==> src/rtl/add64_seq_ctrl_if.sv <==
`default_nettype none
// ============================================================================
// Module   : add64_seq_ctrl_if
// Brief    : Operand, adder-port and result handshake bundle for add64_seq_ctrl.
// Revision : 1.0 - initial release
// ============================================================================
interface add64_seq_ctrl_if #(
    parameter int N = 64
);
    logic         in_valid;
    logic         in_ready;
    logic [N-1:0] in_a;
    logic [N-1:0] in_b;
    logic         in_cin;
    logic         in_sub;
    logic [N-1:0] add_a;
    logic [N-1:0] add_b;
    logic         add_cin;
    logic [N-1:0] add_s;
    logic         add_cout;
    logic         out_valid;
    logic         out_ready;
    logic [N-1:0] out_sum;
    logic         out_cout;
    logic         out_ovf;
    logic         out_zero;

    modport slave (
        input  in_valid, in_a, in_b, in_cin, in_sub, add_s, add_cout, out_ready,
        output in_ready, add_a, add_b, add_cin, out_valid, out_sum, out_cout,
               out_ovf, out_zero
    );

    modport master (
        output in_valid, in_a, in_b, in_cin, in_sub, add_s, add_cout, out_ready,
        input  in_ready, add_a, add_b, add_cin, out_valid, out_sum, out_cout,
               out_ovf, out_zero
    );
endinterface
`default_nettype wire

==> src/rtl/add64_seq_ctrl.sv <==
`default_nettype none
// ============================================================================
// Module   : add64_seq_ctrl
// Brief    : Registers operands for the CLA adder, waits out the carry settle
//            time, then captures sum and flags behind a valid/ready handshake.
// Revision : 1.0 - initial release
// ============================================================================
module add64_seq_ctrl #(
    parameter int N             = 64,
    parameter int SETTLE_CYCLES = 2,
    parameter int CNT_W         = 16
) (
    input  wire logic             clk,
    input  wire logic             rst_n,
    add64_seq_ctrl_if.slave       bus,
    output logic      [CNT_W-1:0] op_count
);

    localparam logic [1:0] c_IDLE   = 2'd0;
    localparam logic [1:0] c_SETTLE = 2'd1;
    localparam logic [1:0] c_DONE   = 2'd2;
    localparam logic [3:0] c_LOAD   = 4'(SETTLE_CYCLES - 1);

    logic [1:0]       r_state;
    logic [1:0]       w_next_state;
    logic [3:0]       r_settle;
    logic [N-1:0]     r_add_a;
    logic [N-1:0]     r_add_b;
    logic             r_add_cin;
    logic [N-1:0]     r_sum;
    logic             r_cout;
    logic             r_ovf;
    logic             r_zero;
    logic [CNT_W-1:0] r_op_count;
    logic             w_in_ready;
    logic             w_out_valid;
    logic             w_accept;
    logic             w_capture;
    logic             w_handshake;

    always_ff @(posedge clk or negedge rst_n) begin
        if (!rst_n) r_state <= c_IDLE;
        else        r_state <= w_next_state;
    end

    always_comb begin
        w_next_state = r_state;
        case (r_state)
            c_IDLE:   if (bus.in_valid)     w_next_state = c_SETTLE;
            c_SETTLE: if (r_settle == 4'd0) w_next_state = c_DONE;
            c_DONE:   if (bus.out_ready)    w_next_state = c_IDLE;
            default:                        w_next_state = c_IDLE;
        endcase
    end

    always_comb begin
        w_in_ready  = (r_state == c_IDLE);
        w_out_valid = (r_state == c_DONE);
    end

    assign w_accept    = w_in_ready && bus.in_valid;
    assign w_capture   = (r_state == c_SETTLE) && (r_settle == 4'd0);
    assign w_handshake = w_out_valid && bus.out_ready;

    // Subtraction is A + ~B + 1, so the adder itself never needs to know.
    always_ff @(posedge clk or negedge rst_n) begin
        if (!rst_n) begin
            r_add_a    <= '0;
            r_add_b    <= '0;
            r_add_cin  <= 1'b0;
            r_settle   <= 4'd0;
            r_sum      <= '0;
            r_cout     <= 1'b0;
            r_ovf      <= 1'b0;
            r_zero     <= 1'b0;
            r_op_count <= '0;
        end else begin
            if (w_accept) begin
                r_add_a   <= bus.in_a;
                r_add_b   <= bus.in_sub ? ~bus.in_b : bus.in_b;
                r_add_cin <= bus.in_sub ? 1'b1 : bus.in_cin;
                r_settle  <= c_LOAD;
            end else if ((r_state == c_SETTLE) && (r_settle != 4'd0)) begin
                r_settle <= r_settle - 4'd1;
            end
            if (w_capture) begin
                r_sum  <= bus.add_s;
                r_cout <= bus.add_cout;
                r_ovf  <= (r_add_a[N-1] == r_add_b[N-1]) && (bus.add_s[N-1] != r_add_a[N-1]);
                r_zero <= (bus.add_s == '0);
            end
            if (w_handshake) r_op_count <= r_op_count + 1'b1;
        end
    end

    assign bus.in_ready  = w_in_ready;
    assign bus.out_valid = w_out_valid;
    assign bus.add_a     = r_add_a;
    assign bus.add_b     = r_add_b;
    assign bus.add_cin   = r_add_cin;
    assign bus.out_sum   = r_sum;
    assign bus.out_cout  = r_cout;
    assign bus.out_ovf   = r_ovf;
    assign bus.out_zero  = r_zero;
    assign op_count      = r_op_count;

endmodule
`default_nettype wire

==> src/flat_wrapper.sv <==
// flat-port wrapper written by rule: the top's interface ports become plain ports
module add64_seq_ctrl_flat 
#(
    parameter int N             = 64,
    parameter int SETTLE_CYCLES = 2,
    parameter int CNT_W         = 16
)
  (clk, rst_n, op_count, bus_in_valid, bus_in_a, bus_in_b, bus_in_cin, bus_in_sub, bus_add_s, bus_add_cout, bus_out_ready, bus_in_ready, bus_add_a, bus_add_b, bus_add_cin, bus_out_valid, bus_out_sum, bus_out_cout, bus_out_ovf, bus_out_zero);
  add64_seq_ctrl_if #(.N(N)) bus_i ();
  input  wire logic clk;
  input  wire logic rst_n;
  output logic      [CNT_W-1:0] op_count;
  input wire logic [$bits(bus_i.in_valid)-1:0] bus_in_valid;
  input wire logic [$bits(bus_i.in_a)-1:0] bus_in_a;
  input wire logic [$bits(bus_i.in_b)-1:0] bus_in_b;
  input wire logic [$bits(bus_i.in_cin)-1:0] bus_in_cin;
  input wire logic [$bits(bus_i.in_sub)-1:0] bus_in_sub;
  input wire logic [$bits(bus_i.add_s)-1:0] bus_add_s;
  input wire logic [$bits(bus_i.add_cout)-1:0] bus_add_cout;
  input wire logic [$bits(bus_i.out_ready)-1:0] bus_out_ready;
  output wire logic [$bits(bus_i.in_ready)-1:0] bus_in_ready;
  output wire logic [$bits(bus_i.add_a)-1:0] bus_add_a;
  output wire logic [$bits(bus_i.add_b)-1:0] bus_add_b;
  output wire logic [$bits(bus_i.add_cin)-1:0] bus_add_cin;
  output wire logic [$bits(bus_i.out_valid)-1:0] bus_out_valid;
  output wire logic [$bits(bus_i.out_sum)-1:0] bus_out_sum;
  output wire logic [$bits(bus_i.out_cout)-1:0] bus_out_cout;
  output wire logic [$bits(bus_i.out_ovf)-1:0] bus_out_ovf;
  output wire logic [$bits(bus_i.out_zero)-1:0] bus_out_zero;
  assign bus_i.in_valid = bus_in_valid;
  assign bus_i.in_a = bus_in_a;
  assign bus_i.in_b = bus_in_b;
  assign bus_i.in_cin = bus_in_cin;
  assign bus_i.in_sub = bus_in_sub;
  assign bus_i.add_s = bus_add_s;
  assign bus_i.add_cout = bus_add_cout;
  assign bus_i.out_ready = bus_out_ready;
  assign bus_in_ready = bus_i.in_ready;
  assign bus_add_a = bus_i.add_a;
  assign bus_add_b = bus_i.add_b;
  assign bus_add_cin = bus_i.add_cin;
  assign bus_out_valid = bus_i.out_valid;
  assign bus_out_sum = bus_i.out_sum;
  assign bus_out_cout = bus_i.out_cout;
  assign bus_out_ovf = bus_i.out_ovf;
  assign bus_out_zero = bus_i.out_zero;
  add64_seq_ctrl #(.N(N), .SETTLE_CYCLES(SETTLE_CYCLES), .CNT_W(CNT_W)) u_core (.clk(clk), .rst_n(rst_n), .bus(bus_i), .op_count(op_count));
endmodule
==> config.mk <==
export PLATFORM = sky130hd
export DESIGN_NAME = add64_seq_ctrl_flat
export DESIGN_NICKNAME = d
export VERILOG_FILES = /design/src/rtl/add64_seq_ctrl_if.sv /design/src/rtl/add64_seq_ctrl.sv /design/src/flat_wrapper.sv
export SDC_FILE = /design/constraint.sdc
export NUM_CORES = 1
export LEC_CHECK = 0
export CORE_MARGIN = 10
export CORE_UTILIZATION = 38
export CTS_BUF_LIST = sky130_fd_sc_hd__clkbuf_16
export CTS_CLUSTER_SIZE = 12
export DETAILED_ROUTE_END_ITERATION = 16
export PLACE_DENSITY = 0.8
export SLEW_MARGIN = 0
export SYNTH_ARGS = -nofsm -noshare
export SYNTH_HDL_FRONTEND = slang
export SYNTH_SLANG_ARGS = --single-unit
==> constraint.sdc <==
create_clock -name clk -period 1.47 [get_ports clk]
set_clock_uncertainty 0.05 [all_clocks]
set_input_delay 0.294 -clock clk [delete_from_list [all_inputs] [get_ports clk]]
set_output_delay 0.294 -clock clk [all_outputs]
set_load 0.02 [all_outputs]
==> run metrics <==
ANT nets after route=0; final worst slack=-145 ps; Total GRT Usage=21.0%; largest net degree at the start of global routing=54; CP Max Fanout=3; via count=8,031; Syn Inst Count=813; critical path class=reg -> out; grt met2 use=37.2%; crit-path cells=buf_6 > nor2_4 > buf_6; Hold Violations, Final=0; die width=173 um; Synth cell types=31; status=finished with violations; Final period util=110%; Post-Route WL=36.0 mm; Sink Count=218; sw frac=40.9%; Placer Congestion=0.892; grt met1 use=23.1%; Area Overhead vs Synth=68.0%; leading cell types in the layout, fill and taps excluded=271 x nand2_1, 210 x dfrtp_1, 198 x buf_2; most common cell after layout, fill and taps aside=nand2_1; post-synthesis sequential area ratio=61.3%; antenna violations before repair=1; power density cells=2150 nW/um^2; Post-Syn Area per Cell=11.0 sq um; Leakage=7.31 nW; cell row count=55; Final nets=1,544; pre-CTS setup slack=-649 ps; Hold Path Class=in -> reg; sequential share of power=32.0%; Reg clk slew, reported paths=60 ps; DR pass1 iterations=4; relative slew slack=70.5%; Hold Path Origin=bus_add_s[57]; post-DP HPWL=24.5 mm; RSZ-0062 raised after global routing=true; port bufs=412; CP Launch Type=register; gr ovfl total=0; Worst-Margin Slew=442 ps; failing checks=negative setup slack; Worst setup EP type=primary output; crit path time final=1610 ps; gr busiest metal=met2; Vert. Die Dim=173 um; Critical Path Start=u_core.r_state[0]; Yosys warning count=0; Initial Utilization=39.0%; DRC Markers=0; clock share of power=17.7%; setup TNS=-13,790 ps; final slew viol count=0; met3 Use GR=8.21%; worst endpoint required time=1130 ps; Gate power share=50.3%; post-placement cell area=14,000 sq um; first-pass GRT wire length=50.2 mm; Mapped Area=8900 sq um; DR iter-0 viols=435; post-route cell area=15,000 sq um; CP max stage delay=400 ps; Die Area=30,000 sq um; fmax=619 MHz; flops & latches, synth=218; Num CTS Buffers=25; slowest stage cell, crit path=dfrtp_1; DR vias/cell=4.80; CTS tree=built; vias in the first global route=8,305; switching power summed over all nets=13.2 mW; Core Area=22,800 sq um; clk_lat worst skew=520 ps; Top Ports=413; final setup fails=194; Arrival @ worst endpoint=1270 ps; H-tree depth=1; Clock Tree Buf Depth=3; Clock Tree Root=clkbuf_16; Int Power=19.0 mW; Synth Net Count=1,015; max-cap viol count=0; wire per inst=21.5 um; share of cells above drive strength 1=35.2%; crit-path most repeated cell=buf_6; Peak VDD IR=1.15 mV; reg-to-reg startpoint=u_core.r_state[1]
[final timing paths]
check	endpoint	cells after the start	slack (ps)
setup / recovery	bus_in_ready	3	-140
hold / removal	u_core.bus.out_sum[57]	2	120
setup reg to reg	u_core.bus.out_sum[33]	5	-140
hold reg to reg	u_core.bus.add_a[35]	2	420
max in group asynchronous	u_core.bus.add_a[54]	3	590
min in group asynchronous	u_core.bus.add_b[52]	2	240
[final cells by class]
class                      instances  area [sq um]
multi-input combinational        555          3550
antenna                            1          2.50
clock inverter                    18           105
timing repair buffer             539          4810
clock buffer                      25           626
tap                              313           392
fill                            1795          7880
sequential                       218          5470
inverter                           3          13.8
[repair_timing]
item | 4_1_cts | 5_1_grt
hold buffers | 1 | 0
setup endpoints to repair | 354 | 202
pin swaps | 24 | 11
gates cloned | 3 | 31
resized for setup | 927 | 100
hold endpoints to repair | 102 | 0
buffers inserted | 14 | 13
[power groups by stage]
stage / combinational [mW] / sequential (mW) / clock, mW
finish: 16.2 / 10.3 / 5.70
global placement: 15.6 / 10.2 / 0
global route: 17.3 / 10.6 / 6.05
floorplan: 4.06 / 13.5 / 0
CTS: 14.0 / 10.2 / 5.81
detailed placement: 15.8 / 10.4 / 0
[through the flow]
stage / instances / total power, mW / utilization, % / hold slack [ps]
final: 1672 / 32.2 / 65.5 / 117
after global routing: 1672 / 34.0 / 65.5 / 116
after CTS: 1628 / 30.1 / 61.4 / 99.3
after detailed placement: 1567 / 26.2 / 61.2 / 196
after global placement: 1567 / 25.8 / 61.2 / 191
after floorplan: 813 / 17.6 / - / -51.6
[critical path, delay by kind of cell, from the launching register on]
family / cells / cell delay, ps
flip-flops: 1 / 400
buffers and inverters: 2 / 260
AND/OR/NAND/NOR: 1 / 100
[logic make-up (layout without fill, tap and decap cells)]
logic type	Yosys count	count (layout)	share of synthesized area, %
XOR/XNOR	82	82	8.07
other	0	1	0
AO/OA/AOI/OAI	70	70	3.93
buffers and inverters	46	585	2.43
adder cells (fa/ha/maj)	3	3	0.422
AND/OR/NAND/NOR	329	335	15.7
multiplexers	65	65	8.22
flip-flops	218	218	61.3
[cells in the mapped netlist]
cell      count  area, sq um
nor4_2        6         75.1
and2b_1       1         7.51
mux2_2       40          450
nand4_1       9         56.3
buf_2        20          100
nand3_4       1         17.5
and3_1        1         6.26
o21ai_1       1         5.00
inv_1         3         11.3
nor4_1       12         75.1
buf_1         1         3.75
or2_2         1         6.26
nand2b_1      1         6.26
xnor2_1      75          657
buf_8         1         15.0
xor2_1        7         61.3
mux2_1       25          282
nor3_1        4         20.0
nand2_1     276         1040
a21oi_1       2         10.0
ha_1          3         37.5
and4_1        1         8.76
dfrtp_1     218         5460
buf_4         2         15.0
or3b_2        1         8.76
o21ai_0      67          335
and2_1        2         12.5
clkbuf_1     19         71.3
nor2_1        7         26.3
nand3_1       5         25.0
or4_1         1         7.51
[metal layers]
| metal | wire length, um | vias up |
|---|---|---|
| li1 | - | 3740 |
| met3 | 3250 | 48 |
| met5 | 0 | - |
| met4 | 693 | 0 |
| met2 | 18700 | 363 |
| met1 | 13400 | 3880 |
[registers in the layout, indices dropped and copies added, names as in the netlist]
register	count
u_core.bus.add_a	64
u_core.bus.add_b	64
u_core.bus.add_cin	1
u_core.bus.out_cout	1
u_core.bus.out_ovf	1
u_core.bus.out_sum	64
u_core.bus.out_zero	1
u_core.op_count	16
u_core.r_settle	4
u_core.r_state	2
Power figures use the tool's default switching activity.
==> RTL edit 1 (same settings) <==
Put one more register stage on the output `op_count`, cleared by the reset. The value now appears one clock later. The other outputs are not delayed to match.
--- a/src/rtl/add64_seq_ctrl.sv
+++ b/src/rtl/add64_seq_ctrl.sv
@@ -102,7 +102,13 @@
     assign bus.out_cout  = r_cout;
     assign bus.out_ovf   = r_ovf;
     assign bus.out_zero  = r_zero;
-    assign op_count      = r_op_count;
+    always_ff @(posedge clk or negedge rst_n) begin
+        if (!rst_n) begin
+            op_count <= '0;
+        end else begin
+            op_count <= r_op_count;
+        end
+    end
 
 endmodule
 `default_nettype wire
Behaviour: not the same (Yosys sat finds a counterexample within 10 cycles, from zero or initial values and one cycle with rst_n low).
==> RTL edit 1 against the unedited design <==
- the flow still finishes with violations (setup timing)
- cell area increased by 5.5%
- routed wire length increased by 1.3%
- area after synthesis increased by 4.4%
- worst setup slack got worse by 0.022 ns
- non-clock buffer count decreased by 16
- global-route usage decreased by 1.6 points
- power increased by 5.8%
- sequential power increased by 7%
- via count increased by 0.46%
- synthesized cell count increased by 1.5%
- sequential cell count increased by 16
- critical path type unchanged
- largest power group unchanged
- highest routed layer unchanged
==> RTL edit 1: results (changes against the unedited design) <==
Clock Latency Late Sink: 0.53 ns
Initial DRC Count: 389 (-11%)
Max incr delay on CP: 0.42 ns (+0.02 ns)
Nets@finish: 1539 (-0.32%)
Fill count: 1825 (+1.7%)
Failing checks: setup timing
Final WS setup: -0.166 ns (-0.0218 ns)
Worst reg2reg endpoint: u_core.bus.out_sum[57]
All-Layer GR Usage: 19.5% (-1.6 points)
Post-Route WL: 36400 um (+1.3%)
Global-route wire length before repair: 48200 um (-4.0%)
Pin count of the biggest net entering global routing: 99 (+83%)
Mapped Nets: 1027 (+1.2%)
Drt pass-1 iters: 5 (+1)
Worst Path Max Fanout: 4 (+1)
Final hold slack: 0.0356 ns (-0.0815 ns)
Hold path start: bus_add_s[53]
Hold Path Cell Cnt: 2 (unchanged)
Vias: 8068 (+0.46%)
Leak: 7.70 nW (+5.4%)
Status: complete, but fails checks
Setup-failing EPs final: 135 (-30%)
Post-placement cell area: 0.0144 sq mm (+3.1%)
Async S/R FF share, synth: 100% (unchanged)
Register area share after synthesis: 63.0% (+1.7 points)
Top-count cell post-synth: nand2_1
Slew HR: 45.0% (-26 points)
Ranking of synthesized cells by area: dfrtp_1 63%, nand2_1 11%, mux2_2 7.4%, xnor2_1 7.2%, o21ai_0 3.7%
Synth cell count leaders: 270 x nand2_1, 234 x dfrtp_1, 76 x xnor2_1, 68 x o21ai_0, 61 x mux2_2
R2R cell count: 4 (-1)
Initial antenna violation count: 4 (+3)
Num CTS Buffers: 27 (+8.0%)
Post-detail-place hpwl: 24200 um (-1.2%)
Number of global-route vias before repair: 8233 (-0.87%)
Worst IR Drop VDD: 1310 uV (+14%)
## RTL edit 1: final cells by class
type / instances / area [sq um] / share of cell area (%)
multi-input cells: 547 / 4060 / 25.7
inverters: 4 / 17.5 / 0.111
clock buffers: 27 / 676 / 4.28
well taps: 324 / 405 / 2.57
repair buffers: 523 / 4670 / 29.6
diodes: 3 / 7.51 / 0.0476
clock inverters: 15 / 92.6 / 0.587
flip-flops and latches: 234 / 5860 / 37.1
## RTL edit 1: where the power goes
part	switching [W]	leakage, nW	internal [W]
clock network	0.00251	0.396	0.00345
logic	0.00973	4.41	0.00731
registers	0.00176	2.90	0.00928
total	0.0140	7.70	0.0200
## RTL edit 1: what timing repair did
action	CTS	global route
resized for setup	921	301
hold buffers	1	0
endpoints found under the hold margin	37	0
pin swaps	16	148
setup endpoints to repair	293	195
cloned	1	25
setup buffers	1	19
## RTL edit 1: worst reg2reg max path, delay by kind of cell, from the launching register on
family	cells	cell delay [ns]
DFF	1	0.45
and+or+nand+nor	2	0.42
muxes	1	0.35
buffers and inverters	1	0.21
## RTL edit 1: cells by family (layout without fill, tap and decap cells)
logic type,Yosys count,in the layout,share of synthesized area (%)
AND/OR/NAND/NOR,323,326,14.8
multiplexers,67,67,8.12
adder cells (fa/ha/maj),3,3,0.404
AO/OA/AOI/OAI,70,70,3.77
other,0,3,0
XOR/XNOR,81,81,7.63
flip-flops,234,234,63.0
buffers and inverters,47,569,2.32
## RTL edit 1: worst max-delay path by stage
| stage | slack, ns | cells past startpoint | startpoint | endpoint |
|---|---|---|---|---|
| CTS | -0.17 | 3 | u_core.r_state[0] | bus_out_valid |
| floorplan | -0.05 | 6 | u_core.r_settle[1] | u_core.r_settle[0] |
| detailed placement | -0.71 | 6 | bus_add_s[29] | u_core.bus.out_zero |
| global route | -0.22 | 3 | u_core.r_state[0] | bus_out_valid |
| finish | -0.17 | 3 | u_core.r_state[0] | bus_out_valid |
| global placement | -0.70 | 6 | bus_add_s[29] | u_core.bus.out_zero |
## RTL edit 1: metal layers
layer / wire length [um] / vias to the layer above / GRT usage [%]
li1: - / 3721 / -
met1: 13000 / 3935 / 21.0
met2: 19000 / 342 / 34.3
met3: 3220 / 70 / 7.56
met4: 1250 / 0 / 6.55
met5: 0 / - / 0
## RTL edit 1: per-stage QoR
stage,worst slack (ns),power [W],setup TNS [ns],std cells
final,-0.166,0.0340,-10.56,1677
after global routing,-0.222,0.0359,-23.46,1676
after detailed placement,-0.712,0.0269,-29.12,1587
after global placement,-0.705,0.0265,-26.30,1587
after CTS,-0.174,0.0308,-9.01,1631
after floorplan,-0.0495,0.0183,-0.117,825
==> RTL edit 2 (same settings) <==
Without the edit above. `CNT_W` is set to 16 in 2 places; all go to 32.
--- a/src/rtl/add64_seq_ctrl.sv
+++ b/src/rtl/add64_seq_ctrl.sv
@@ -8,7 +8,7 @@
 module add64_seq_ctrl #(
     parameter int N             = 64,
     parameter int SETTLE_CYCLES = 2,
-    parameter int CNT_W         = 16
+    parameter int CNT_W         = 32
 ) (
     input  wire logic             clk,
     input  wire logic             rst_n,
--- a/src/flat_wrapper.sv
+++ b/src/flat_wrapper.sv
@@ -3,7 +3,7 @@
 #(
     parameter int N             = 64,
     parameter int SETTLE_CYCLES = 2,
-    parameter int CNT_W         = 16
+    parameter int CNT_W         = 32
 )
   (clk, rst_n, op_count, bus_in_valid, bus_in_a, bus_in_b, bus_in_cin, bus_in_sub, bus_add_s, bus_add_cout, bus_out_ready, bus_in_ready, bus_add_a, bus_add_b, bus_add_cin, bus_out_valid, bus_out_sum, bus_out_cout, bus_out_ovf, bus_out_zero);
   add64_seq_ctrl_if #(.N(N)) bus_i ();
Ports: changed (resized op_count); port bits go from 413 to 429. The function was not compared with the original's and may differ.
==> RTL edit 2 against the unedited design <==
- the run still ends with setup timing left
- largest power group unchanged
- routed wire length grew 17%
- sequential power grew 9%
- synthesized cell count grew 9.7%
- area after synthesis grew 9.5%
- critical path type unchanged
- combinational power grew 14%
- global-route usage shrank 0.40 points
- largest cell class unchanged
- first-iteration DRC count shrank 0.23%
- worst setup slack lost 0.14 ns
- worst hold slack lost 0.089 ns
- sequential cell count grew 16
- power grew 11%
- clock power grew 7.5%
- via count grew 16%
- cell area grew 18%
==> RTL edit 2: results (changes against the unedited design) <==
Fill count: 1629 (-9.2%)
Hold WC Path Type: primary input to register
Setup-failing EPs final: 245 (+26%)
Status: complete, but fails checks
Max incr delay on CP: 0.40 ns (about the same)
Placed cell count: 1705 (+8.8%)
Synth cell count leaders: 283 x nand2_1, 234 x dfrtp_1, 73 x xnor2_1, 68 x o21ai_0, 66 x mux2_2
Worst Path Max Fanout: 3 (unchanged)
Met2 Use GR: 36.9% (-0.30 points)
Synth Flop Type: dfrtp_1
Drt pass-1 iters: 4 (unchanged)
Via/cell ratio: 5.09 (+6.0%)
Share of layout cells above drive strength 1: 52.8% (+18 points)
Post-Route WL: 42200 um (+17%)
CP max-delay cell: dfrtp_1
Register area share after synthesis: 60.1% (-1.2 points)
CTS HTree Levels: 1 (unchanged)
Post-placement setup slack: -0.683 ns (-0.0333 ns)
Port Buffers: 428 (+3.9%)
Num CTS Buffers: 26 (+4.0%)
Arrival time at the worst endpoint: 1.41 ns (+0.14 ns)
Failing checks: setup timing
Number of global-route vias before repair: 9305 (+12%)
Clock Path Buffers: 3 (unchanged)
Initial DRC Count: 434 (-0.23%)
Global-route wire length before repair: 54100 um (+7.7%)
Ranking of synthesized cells by area: dfrtp_1 60%, nand2_1 11%, mux2_2 7.6%, xnor2_1 6.6%, o21ai_0 3.5%
Leak: 8.65 nW (+18%)
CTS Root Cell: clkbuf_16
Post-detail-place hpwl: 27000 um (+10%)
TNS Setup: -20.90 ns (-7.11 ns)
All-Layer GR Usage: 20.6% (-0.40 points)
Pin count of the biggest net entering global routing: 45 (-17%)
Clock Latency Late Sink: 0.53 ns
Finished Layout Cells: 1824 (+9.1%)
Met3 Usage GRT: 7.61% (-0.60 points)
Mapped Nets: 1094 (+7.8%)
Initial antenna violation count: 1 (unchanged)
Ys Warns: 0 (unchanged)
Slew HR: 56.6% (-14 points)
Worst IR Drop VDD: 1740 uV (+52%)
CTS clk-pin slew, worst paths: 0.07 ns
Nets@finish: 1677 (+8.6%)
Async S/R FF share, synth: 100% (unchanged)
Final WS setup: -0.286 ns (-0.141 ns)
RePlAce Congestion: 0.861 (-3.5%)
Library cells used by synthesis: 36 (+16%)
Met1 Resource Use GR: 22.0% (-1.1 points)
Gate Count Post-Synth: 892 (+9.7%)
Crit-path leading delay family: buffers and inverters
==> RTL edit 2: changes by cell type in the layout (fill, tap and decap cells not counted), moves of 12 or more <==
cell | unedited run | this run
mux2_2 | 39 | 66
dfrtp_2 | 8 | 20
mux2_4 | 14 | 0
mux2_1 | 12 | 0
nand2_4 | 4 | 60
nand2_2 | 2 | 110
o21ai_0 | 34 | 6
buf_4 | 69 | 89
xor2_1 | 7 | 25
nand2_1 | 271 | 113
o21ai_2 | 3 | 33
buf_6 | 28 | 59
==> RTL edit 2: per-layer routing <==
layer,up-vias,routed length (um)
met1,4604,14800
met4,0,1670
li1,4132,-
met2,446,22300
met3,105,3430
met5,-,0
==> RTL edit 2: logic make-up (layout without fill, tap and decap cells) <==
logic type,after synthesis,after routing,share of synthesized area (%)
AND/OR/NAND/NOR,371,376,17.2
flip-flops,234,234,60.1
XOR/XNOR,98,98,8.80
AO/OA/AOI/OAI,70,70,3.59
multiplexers,66,66,7.62
buffers and inverters,50,646,2.31
adder cells (fa/ha/maj),3,3,0.385
other,0,1,0
==> RTL edit 2: worst reg2reg max path: stages (launching register included) <==
cell,delay (ns)
dfrtp_1,0.40
buf_6,0.14
nor2_4,0.12
buf_8,0.14
buf_12,0.13
buf_12,0.11
nand2_8,0.07
clkbuf_16,0.21
nand2_2,0.06
o21ai_1,0.07
==> RTL edit 2: path summary, 6_finish.rpt <==
check                                    startpoint                    end  slack, ns  cells past startpoint
min in group asynchronous                     rst_n  u_core.bus.out_sum[3]       0.22                      2
worst max-delay path              u_core.r_state[1]          bus_out_valid      -0.29                      5
worst min-delay path                   bus_add_s[2]  u_core.bus.out_sum[2]       0.03                      2
worst min register to register  u_core.op_count[31]    u_core.op_count[31]       0.42                      1
max in group asynchronous                     rst_n  u_core.bus.out_sum[1]       0.56                      3
worst max register to register    u_core.r_state[1]   u_core.bus.add_b[43]      -0.16                      9
==> RTL edit 2: power by group <==
group | switching, W | leakage, nW | internal, W
Clock | 0.00266 | 0.410 | 0.00347
Sequential | 0.00191 | 2.87 | 0.00924
Combinational | 0.0104 | 5.38 | 0.00807
==> RTL edit 2: repair_timing <==
action | 4_1_cts | 5_1_grt
gates resized for setup | 1021 | 440
hold endpoints to repair | 173 | 0
pin swaps | 8 | 212
setup buffers | 21 | 17
endpoints found under the setup margin | 379 | 245
gates cloned | 0 | 33
hold buffers | 1 | 0
==> RTL edit 2: final cells by class <==
type,instances,share of cell area [%]
flip-flops and latches,234,33.4
multi-input cells,613,28.5
diodes,1,0.0142
well taps,330,2.35
clock buffers,27,3.84
inverters,5,0.121
repair buffers,595,31.2
clock inverters,19,0.625
==> RTL edit 2: through the flow <==
step,instance area [sq um],utilization (%)
after floorplan,9820,-
after global placement,15300,60.7
after detailed placement,15300,60.7
after CTS,15400,61.1
after global routing,17600,69.9
final,17600,69.9
